## config.mk

```make
export PLATFORM = sky130hd
export DESIGN_NAME = io_switch_led
export DESIGN_NICKNAME = d
export VERILOG_FILES = /design/src/rtl/io_switch_led.sv
export SDC_FILE = /design/constraint.sdc
export NUM_CORES = 1
export LEC_CHECK = 0
export BUFFER_PORTS_ARGS = -buffer_cell sky130_fd_sc_hd__buf_2
export CORE_UTILIZATION = 48
export DETAILED_ROUTE_END_ITERATION = 8
export PLACE_DENSITY = 0.73
export SYNTH_ARGS = -nofsm -noshare
export SYNTH_HDL_FRONTEND = slang
export SYNTH_SLANG_ARGS = --single-unit
```

## constraint.sdc

```tcl
create_clock -name clock -period 4 [get_ports clock]
set_input_delay 0.8 -clock clock [delete_from_list [all_inputs] [get_ports clock]]
set_output_delay 0.8 -clock clock [all_outputs]
set_load 0.05 [all_outputs]
```

## src/rtl/io_switch_led.sv

```systemverilog
// Memory-mapped LED output register and synchronised/debounced switch input port.
// Define SW_DEBOUNCE_EN to enable the debounce counter; otherwise switches are only synchronised.
module io_switch_led #(
    parameter int DEBOUNCE_CYCLES = 200000,
    parameter int CNT_W           = 18
) (
    input  logic        clock,
    input  logic        reset,
    input  logic        LEDCtrl,
    input  logic        SwitchCtrl,
    input  logic        ioRead,
    input  logic        ioWrite,
    input  logic [1:0]  io_addr,
    input  logic [15:0] io_wdata,
    output logic [15:0] io_rdata,
    input  logic [23:0] sw,
    output logic [23:0] led
);

    localparam logic [1:0] OFS_LO = 2'b00;
    localparam logic [1:0] OFS_HI = 2'b10;

    // Reject parameter sets the debounce counter cannot represent.
    if (DEBOUNCE_CYCLES < 2 || CNT_W < 2 || (64'd1 << CNT_W) <= 64'(DEBOUNCE_CYCLES)) begin : g_param_check
        $error("io_switch_led: DEBOUNCE_CYCLES must be >= 2 and fit in CNT_W bits");
    end

    logic [23:0] s1;
    logic [23:0] s2;
    logic [23:0] sw_db;
    logic [23:0] sw_db_next;
    logic        sw_evt;
    logic        sw_rd_hi;

    assign sw_rd_hi = SwitchCtrl && ioRead && (io_addr == OFS_HI);

    // NOTE: state registers use non-blocking assignments so every flop samples pre-edge values.
    always_ff @(posedge clock or posedge reset) begin
        if (reset) begin
            led <= '0;
        end else if (LEDCtrl && ioWrite) begin
            case (io_addr)
                OFS_LO:  led[15:0]  <= io_wdata;
                OFS_HI:  led[23:16] <= io_wdata[7:0];
                default: ;
            endcase
        end
    end

    // Two-flop synchroniser for the asynchronous board switches.
    always_ff @(posedge clock or posedge reset) begin
        if (reset) begin
            s1 <= '0;
            s2 <= '0;
        end else begin
            s1 <= sw;
            s2 <= s1;
        end
    end

`ifdef SW_DEBOUNCE_EN
    localparam logic [CNT_W-1:0] CNT_LAST = CNT_W'(DEBOUNCE_CYCLES - 1);

    logic [23:0]      cand;
    logic [CNT_W-1:0] cnt;

    // Any difference from the candidate restarts the stability window.
    always_ff @(posedge clock or posedge reset) begin
        if (reset) begin
            cand <= '0;
            cnt  <= '0;
        end else if (s2 != cand) begin
            cand <= s2;
            cnt  <= '0;
        end else if (cnt != CNT_LAST) begin
            cnt <= cnt + 1'b1;
        end
    end

    assign sw_db_next = ((s2 == cand) && (cnt == CNT_LAST)) ? cand : sw_db;
`else
    assign sw_db_next = s2;
`endif

    // A new debounced value sets the flag even if software is reading it on the same edge.
    always_ff @(posedge clock or posedge reset) begin
        if (reset) begin
            sw_db  <= '0;
            sw_evt <= 1'b0;
        end else begin
            sw_db <= sw_db_next;
            if (sw_db_next != sw_db) begin
                sw_evt <= 1'b1;
            end else if (sw_rd_hi) begin
                sw_evt <= 1'b0;
            end
        end
    end

    // NOTE: io_rdata gets a default first so no path through the mux infers a latch.
    always_comb begin
        io_rdata = '0;
        if (SwitchCtrl && ioRead) begin
            case (io_addr)
                OFS_LO:  io_rdata = sw_db[15:0];
                OFS_HI:  io_rdata = {sw_evt, 7'b0, sw_db[23:16]};
                default: io_rdata = '0;
            endcase
        end else if (LEDCtrl && ioRead) begin
            case (io_addr)
                OFS_LO:  io_rdata = led[15:0];
                OFS_HI:  io_rdata = {8'h00, led[23:16]};
                default: io_rdata = '0;
            endcase
        end
    end

endmodule
```

== After elaboration in Yosys (flattened, before gate mapping) ==
Index checks and enable logic that the tools add are counted.
Widths: inputs -> output; s select.

* Word-level logic and storage cells: 22
* Bits in registers: 97
* Output and inout port bits: 40

* Reductions and logical operators: 8
* Multiplexer cells: 6
* Eq/ne operators: 2

{| class="wikitable"
|+ Operators with widths
! kind !! count
|-
| $pmux 16 s2 || 2
|-
| $mux 16 || 2
|-
| $ne 24x24->1 || 1
|-
| $logic_and 1x1->1 || 4
|-
| $reduce_and 2->1 || 2
|-
| $eq 2x2->1 const B || 1
|-
| $logic_not 2->1 || 1
|-
| $mux 1 || 2
|-
| $reduce_bool 2->1 || 1
|}

== Longest topological paths before layout ==
Gate-level depths: netlist of run 1.

* Depth in word-level cells: 4
* Depth in mapped cells: 5
* Mapped depth without buffers: 4

== Least setup slack after synthesis of run 1 ==
OpenSTA, ideal clock, no wires.

* Path kind: input port to output port
* Start: input port LEDCtrl
* End: output port io_rdata[7]
* Buffers on the path: 1
* Data arrival time: 2.686 ns
* Cell stages on the path: 4
* Path slack: 0.514 ns
* Path through: nor2b_1 > buf_2 > a221oi_1 > nor4_1

* Longest elaborated chain between the ends: 3

{| class="wikitable"
|+ RTL lines
! what !! line !! text
|-
| from (decl) || 9 || <nowiki>input logic LEDCtrl,</nowiki>
|-
| $logic_and 1x1->1 || 109 || <nowiki>end else if (LEDCtrl && ioRead) begin</nowiki>
|-
| $mux 16 || 109 ||
|-
| $mux 16 || 103 || <nowiki>if (SwitchCtrl && ioRead) begin</nowiki>
|-
| to (decl) || 15 || <nowiki>output logic [15:0] io_rdata,</nowiki>
|}

No other way between the ends.

== Final worst setup path of run 1 ==
* Start: input port SwitchCtrl
* End: output port io_rdata[5]

* Longest elaborated chain between the ends: 2

{| class="wikitable"
|+ RTL lines
! what !! line !! text
|-
| from (decl) || 10 || <nowiki>input logic SwitchCtrl,</nowiki>
|-
| $logic_and 1x1->1 || 103 ||
|-
| $mux 16 || 103 ||
|}

No other way between the ends.

==> results of run 1 <==
## cells by family after synthesis
kind of cell	count (synthesis)
compound gates	19
xor+xnor	24
flops	97
simple gates	28
mux	38
buf+inv	10
## state kept, by name, summed over array words and instances, names as in the netlist
| name | cells |
|---|---|
| s2 | 24 |
| sw_db | 24 |
| led | 24 |
| s1 | 24 |
| sw_evt | 1 |
## per-stage QoR
step	cell area, sq um	power (mW)
floorplan	3420	1.49
global placement	3940	1.60
detailed placement	3940	1.61
CTS	4150	2.26
global route	4150	2.34
finish	4150	2.24
## metal layers
layer	global-route usage	vias to the layer above	share of wire
li1	-	936	-
met1	0.253	969	0.47
met2	0.266	68	0.46
met3	0.0410	8	0.054
met4	0.0833	0	0.015
met5	0	-	0
## worst max-delay path by stage
stage | startpoint | endpoint | slack, ps | cells past startpoint
2_1_floorplan | LEDCtrl | io_rdata[7] | 510 | 4
3_3_place_gp | SwitchCtrl | io_rdata[5] | 770 | 5
3_5_place_dp | SwitchCtrl | io_rdata[5] | 680 | 5
4_1_cts | SwitchCtrl | io_rdata[5] | 660 | 5
5_1_grt | SwitchCtrl | io_rdata[0] | 540 | 5
6_report | SwitchCtrl | io_rdata[5] | 650 | 5
## cells in the final DEF (no fill, tap or decap), drive strengths merged, types with 4 or more instances in the layout
| cell type | Yosys | final |
|---|---|---|
| clkbuf | 2 | 13 |
| nor2 | 8 | 8 |
| xor2 | 8 | 8 |
| mux2 | 24 | 24 |
| inv | 3 | 4 |
| xnor2 | 16 | 16 |
| nand4 | 5 | 5 |
| mux2i | 14 | 14 |
| o22ai | 7 | 7 |
| nand2 | 4 | 4 |
| nor4 | 4 | 4 |
| buf | 5 | 88 |
| dfrtp | 97 | 97 |
| a22oi | 7 | 7 |
## cell type report
type | instances | area (sq um) | share of cell area
Clock inverter | 3 | 46.3 | 0.0111
Multi-Input combinational cell | 109 | 933 | 0.225
Sequential cell | 97 | 2430 | 0.585
Clock buffer | 13 | 169 | 0.0407
Timing Repair Buffer | 88 | 443 | 0.107
Tap cell | 96 | 120 | 0.0289
Inverter | 3 | 13.8 | 0.00331
## worst register-to-register path, stage by stage, from the launching register on
cell and delay (ps):
dfrtp_1 410, xnor2_1 210, nand4_1 120, nor4_1 310, nand4_1 120
## report_power, final
group / internal (mW) / switching (mW)
Sequential: 1.07 / 0.0623
Combinational: 0.143 / 0.314
Clock: 0.343 / 0.309
==> out/results.ini, run 1 <==
[placed_design]
routabilityCongestion=0.723
dp.cells=393
dp_slack_ps=676
hpwlAfterDp_um=4370
port_buffers=87

[logic_synthesis]
syn_area_sq_um=3420
synth_compound_area_frac=0.0376
yosysTopAreaCellShare=0.709
yosys-top-cells-count=dfrtp_1 (97), mux2_2 (16), xnor2_1 (16)
synthCells=216
yosysUniqueCellTypes=24
ys_seq_area_frac=0.709
synth_top_family_by_area=multiplexers
async_flop_share=1.00
ys_warn_count=0
synth-seq-cells=97
synth-edff-count=0
synth_fp_nets=264
synth-xor-area-share=0.0614
synth_mux_area_frac=0.129
synth_top_cell_by_area=dfrtp_1
synth_area_leaders=dfrtp_1 (71%), mux2_2 (5.3%), mux2i_1 (4.1%)
synth_fa_ha_area_frac=0
synth_area_per_cell_sq_um=15.8
synth_top_flop_cell=dfrtp_1
synthSimpleGateAreaFrac=0.0450
synthMostInstantiatedCell=dfrtp_1

[power_and_ir_drop]
p_per_area_nw_per_um2=540
ir_worst_vdd_uv=292
leakagePower_nw=1.99

[clocking]
hold_buffers=0
cts.sinks=97
clockBufferDepth=2
cts_tree=built
post_cts.repair.setup_buffers=0
htreeDepth=3
clk_pin_slew_ps=90
cts_buffers=9
clock-root-buffer=clkbuf_8
ctsResizeCount=0
insertion_delay_ps=340

[timing]
min_period_ps=3350
worstMarginPinSlew_ps=956
setup_viol=0
hold_violations=0
period_share=0.836
rsz0062_at_grt=false
setup-tns-final_ps=0
maxSlewViolCount=0
clock.fmax_mhz=299
finClkSkew_ps=6.80
timing.slew.headroom=0.363
hold_slack_ps=347
final.setup.worst_slack_ps=654

[layout]
fin_cells=409
syn2layout_area_growth_pct=21.3
drive_gt1_frac=0.412
nets=356
n_antenna_cell=0
n_fill_cell=535
final_util=0.608

[drt]
drcViolationCount=0
route.vias.total=1981
drtIter0Drc=97
ant_nets=0
routed_wl_um=6110
via_per_inst=4.84
wl_per_cell_um=14.9
drtPass1Iterations=4

[job]
max-cap-violations=0

[floorplanning]
initial_utilization=0.501
coreArea_sq_um=6830
ios=88
rows=30
chipHeight_um=86.5
dieArea_sq_um=7470
die_w_um=86.5

[hold_path]
hold_class=reg2reg
holdPathEnd=s2[13]$_DFF_PP0_
min_from=s1[13]$_DFF_PP0_
hold_depth=0

[worst_setup_path]
regToRegSetupSlack_ps=2700
crit_fanout=14
critPathLaunchType=primary input
critPathMaxStageDelay_ps=610
crit_type=in2out
critPathTopFamily=simple AND/OR/NAND/NOR gates
r2r_end=sw_evt$_DFFE_PP0P_
crit_top_cell=buf_2
crit_chain=buf_2 -> nor2b_1 -> nand2_1 -> o22ai_1 -> buf_2
cp_slowest_cell=nor2b_1
critical_path_required_ps=3200
end_kind=output pin
critical_path_buf_inv_count=2
r2r_cells=4
r2r-start=sw_db[19]$_DFF_PP0_
cp.arrival_ps=2550

[global_routing]
grt_pass1_wl_um=9730
grt_pass1_vias=1998
grt_usage=0.179
grt.overflow.total=0
antenna_found_initial=0
grt_max_degree=84

[run_status]
outcome=finished clean

Note: power is estimated with default switching activity, not from simulation.
==> run 2: changes to the inputs <==
==> constraint.sdc (replaced) <==
create_clock -name clock -period 3.5 [get_ports clock]
set_input_delay 0.7 -clock clock [delete_from_list [all_inputs] [get_ports clock]]
set_output_delay 0.7 -clock clock [all_outputs]
set_load 0.05 [all_outputs]
==> run 2 against run 1 <==
Clock skew increased by 4.6 ps. Utilization about the same. Cell area about the same. Hold slack got worse by 1.0 ps. Clock power increased by 11%. Clock-buffer cell count decreased by 2. Critical path depth decreased by 1. Global-route usage decreased by 0.34 points. Wire length about the same. Sequential power increased by 14%. Non-clock buffer count increased by 2. Register-to-register slack got worse by 490 ps. Critical path type unchanged. Critical endpoint is now io_rdata[13]. Largest cell class unchanged. Largest power group unchanged. Highest routed layer unchanged.
==> out/results.ini, run 2 (synthesized netlist as in run 1, its figures left out) <==
[run_status]
outcome=finished clean  ; unchanged

[power_and_ir_drop]
clkPwrFrac=0.284  ; was 0.291
intPower_mw=1.74  ; was 1.56 mW
ir_worst_vdd_uv=363  ; was 292 uV
switching_share=0.314  ; was 0.306
leakagePower_nw=1.99  ; about the same
p_per_area_nw_per_um2=612  ; was 540 nW/um^2
seqPwrFrac=0.510  ; was 0.505
comb_power_share=0.207  ; was 0.204
switchingPower_mw=0.799  ; was 0.686 mW

[layout]
mostFrequentLayoutCell=dfrtp_1  ; unchanged
fin_cells=411  ; was 409
drive_gt1_frac=0.416  ; was 0.412
final_cell_mix=dfrtp_1 (97), buf_2 (87), xnor2_1 (16), mux2_2 (16), mux2i_1 (14)  ; unchanged
n_fill_cell=548  ; was 535
syn2layout_area_growth_pct=21.3  ; about the same
final_util=0.608  ; about the same
nets=358  ; was 356
n_antenna_cell=0  ; unchanged

[clocking]
post_cts.repair.setup_buffers=0  ; unchanged
ctsResizeCount=0  ; unchanged
clock-root-buffer=clkbuf_8  ; unchanged
clk_pin_slew_ps=90  ; about the same
insertion_delay_ps=350  ; was 340 ps
hold_buffers=0  ; unchanged
cts_tree=built  ; unchanged
clockBufferDepth=2  ; unchanged
cts.sinks=97  ; unchanged
cts_buffers=9  ; unchanged
htreeDepth=3  ; unchanged

[floorplanning]
chipHeight_um=86.5  ; unchanged
die_w_um=86.5  ; unchanged
dieArea_sq_um=7470  ; unchanged
ios=88  ; unchanged
rows=30  ; unchanged
initial_utilization=0.501  ; unchanged
coreArea_sq_um=6830  ; unchanged

[drt]
route.vias.total=2006  ; was 1981
wl_per_cell_um=14.8  ; was 14.9 um
routed_wl_um=6100  ; was 6110 um
via_per_inst=4.88  ; was 4.84
drcViolationCount=0  ; unchanged
drtPass1Iterations=4  ; unchanged
drtIter0Drc=124  ; was 97
ant_nets=0  ; unchanged

[placed_design]
routabilityCongestion=0.767  ; was 0.723
dp.cells=395  ; was 393
hpwlAfterDp_um=4380  ; was 4370 um
port_buffers=87  ; unchanged

[timing]
timing.slew.headroom=0.417  ; was 0.363
worstMarginPinSlew_ps=872  ; was 956 ps
finClkSkew_ps=11.4  ; was 6.80 ps
min_period_ps=2730
clock.fmax_mhz=367
rsz0062_at_grt=false  ; unchanged
maxSlewViolCount=0  ; unchanged
setup_viol=0  ; unchanged
setup-tns-final_ps=0  ; unchanged
period_share=0.779
hold_violations=0  ; unchanged

[global_routing]
grt_pass1_vias=1898  ; was 1998
grt.overflow.total=0  ; unchanged
grt_pass1_wl_um=9590  ; was 9730 um
grt_usage=0.176  ; was 0.179
antenna_found_initial=0  ; unchanged
grt_max_degree=72  ; was 84

[worst_setup_path]
crit_fanout=20  ; was 14
cp.arrival_ps=2030  ; was 2550 ps
crit_type=in2out  ; unchanged
cp_slowest_cell=or3_1  ; was nor2b_1
crit_top_cell=buf_2  ; unchanged
critPathMaxStageDelay_ps=590  ; was 610 ps
crit_chain=buf_2 -> or3_1 -> nor2_1 -> buf_2  ; was buf_2 -> nor2b_1 -> nand2_1 -> o22ai_1 -> buf_2
regToRegSetupSlack_ps=2210  ; was 2700 ps
critPathLaunchType=primary input  ; unchanged
end_kind=output pin  ; unchanged
critical_path_required_ps=2800  ; was 3200 ps

[job]
max-cap-violations=0  ; unchanged

[hold_path]
hold_class=reg2reg  ; unchanged

[run 2: layer usage]
metal	part of all wire	wire, um	vias up	global-route usage
li1	-	-	943	-
met1	0.47	2860	980	0.245
met2	0.46	2820	76	0.266
met3	0.055	335	7	0.0400
met4	0.014	86	0	0.0773
met5	0	0	-	0
[run 2: power by group through the flow]
stage | registers [mW] | logic (mW) | clock network (mW)
after floorplan | 1.52 | 0.182 | 0
after global placement | 1.31 | 0.522 | 0
after detailed placement | 1.32 | 0.528 | 0
after CTS | 1.30 | 0.529 | 0.741
after global routing | 1.31 | 0.555 | 0.790
final | 1.29 | 0.525 | 0.722
[run 2: worst max-delay path: cells and delay by family]
| kind | cells | cell delay (ps) |
|---|---|---|
| simple gates | 2 | 760 |
| buf+inv | 2 | 570 |
[run 2: layout make-up]
class                      instances  area, sq um  area share
sequential                        97         2430       0.584
clock inverter                     5         60.1      0.0145
timing repair buffer              90          458       0.110
multi-input combinational        109          933       0.225
clock buffer                      11          141      0.0340
inverter                           3         13.8     0.00331
tap                               96          120      0.0289
[run 2: stage by stage]
stage / total power, mW / setup WS [ps] / cell area [sq um] / hold WS (ps)
after floorplan: 1.70 / 214 / 3420 / 331
after global placement: 1.84 / 819 / 3950 / 332
after detailed placement: 1.85 / 765 / 3950 / 335
after CTS: 2.57 / 774 / 4150 / 354
after global routing: 2.65 / 721 / 4150 / 360
final: 2.54 / 774 / 4150 / 346
[run 2: final timing paths]
check	to	from	cells after the start
setup / recovery	io_rdata[13]	io_addr[1]	4
hold / removal	s2[20]$_DFF_PP0_	s1[20]$_DFF_PP0_	0
setup reg to reg	sw_evt$_DFFE_PP0P_	sw_db[9]$_DFF_PP0_	4
hold reg to reg	s2[20]$_DFF_PP0_	s1[20]$_DFF_PP0_	0
max in group asynchronous	led[3]$_DFFE_PP0P_	reset	3
min in group asynchronous	led[12]$_DFFE_PP0P_	reset	2
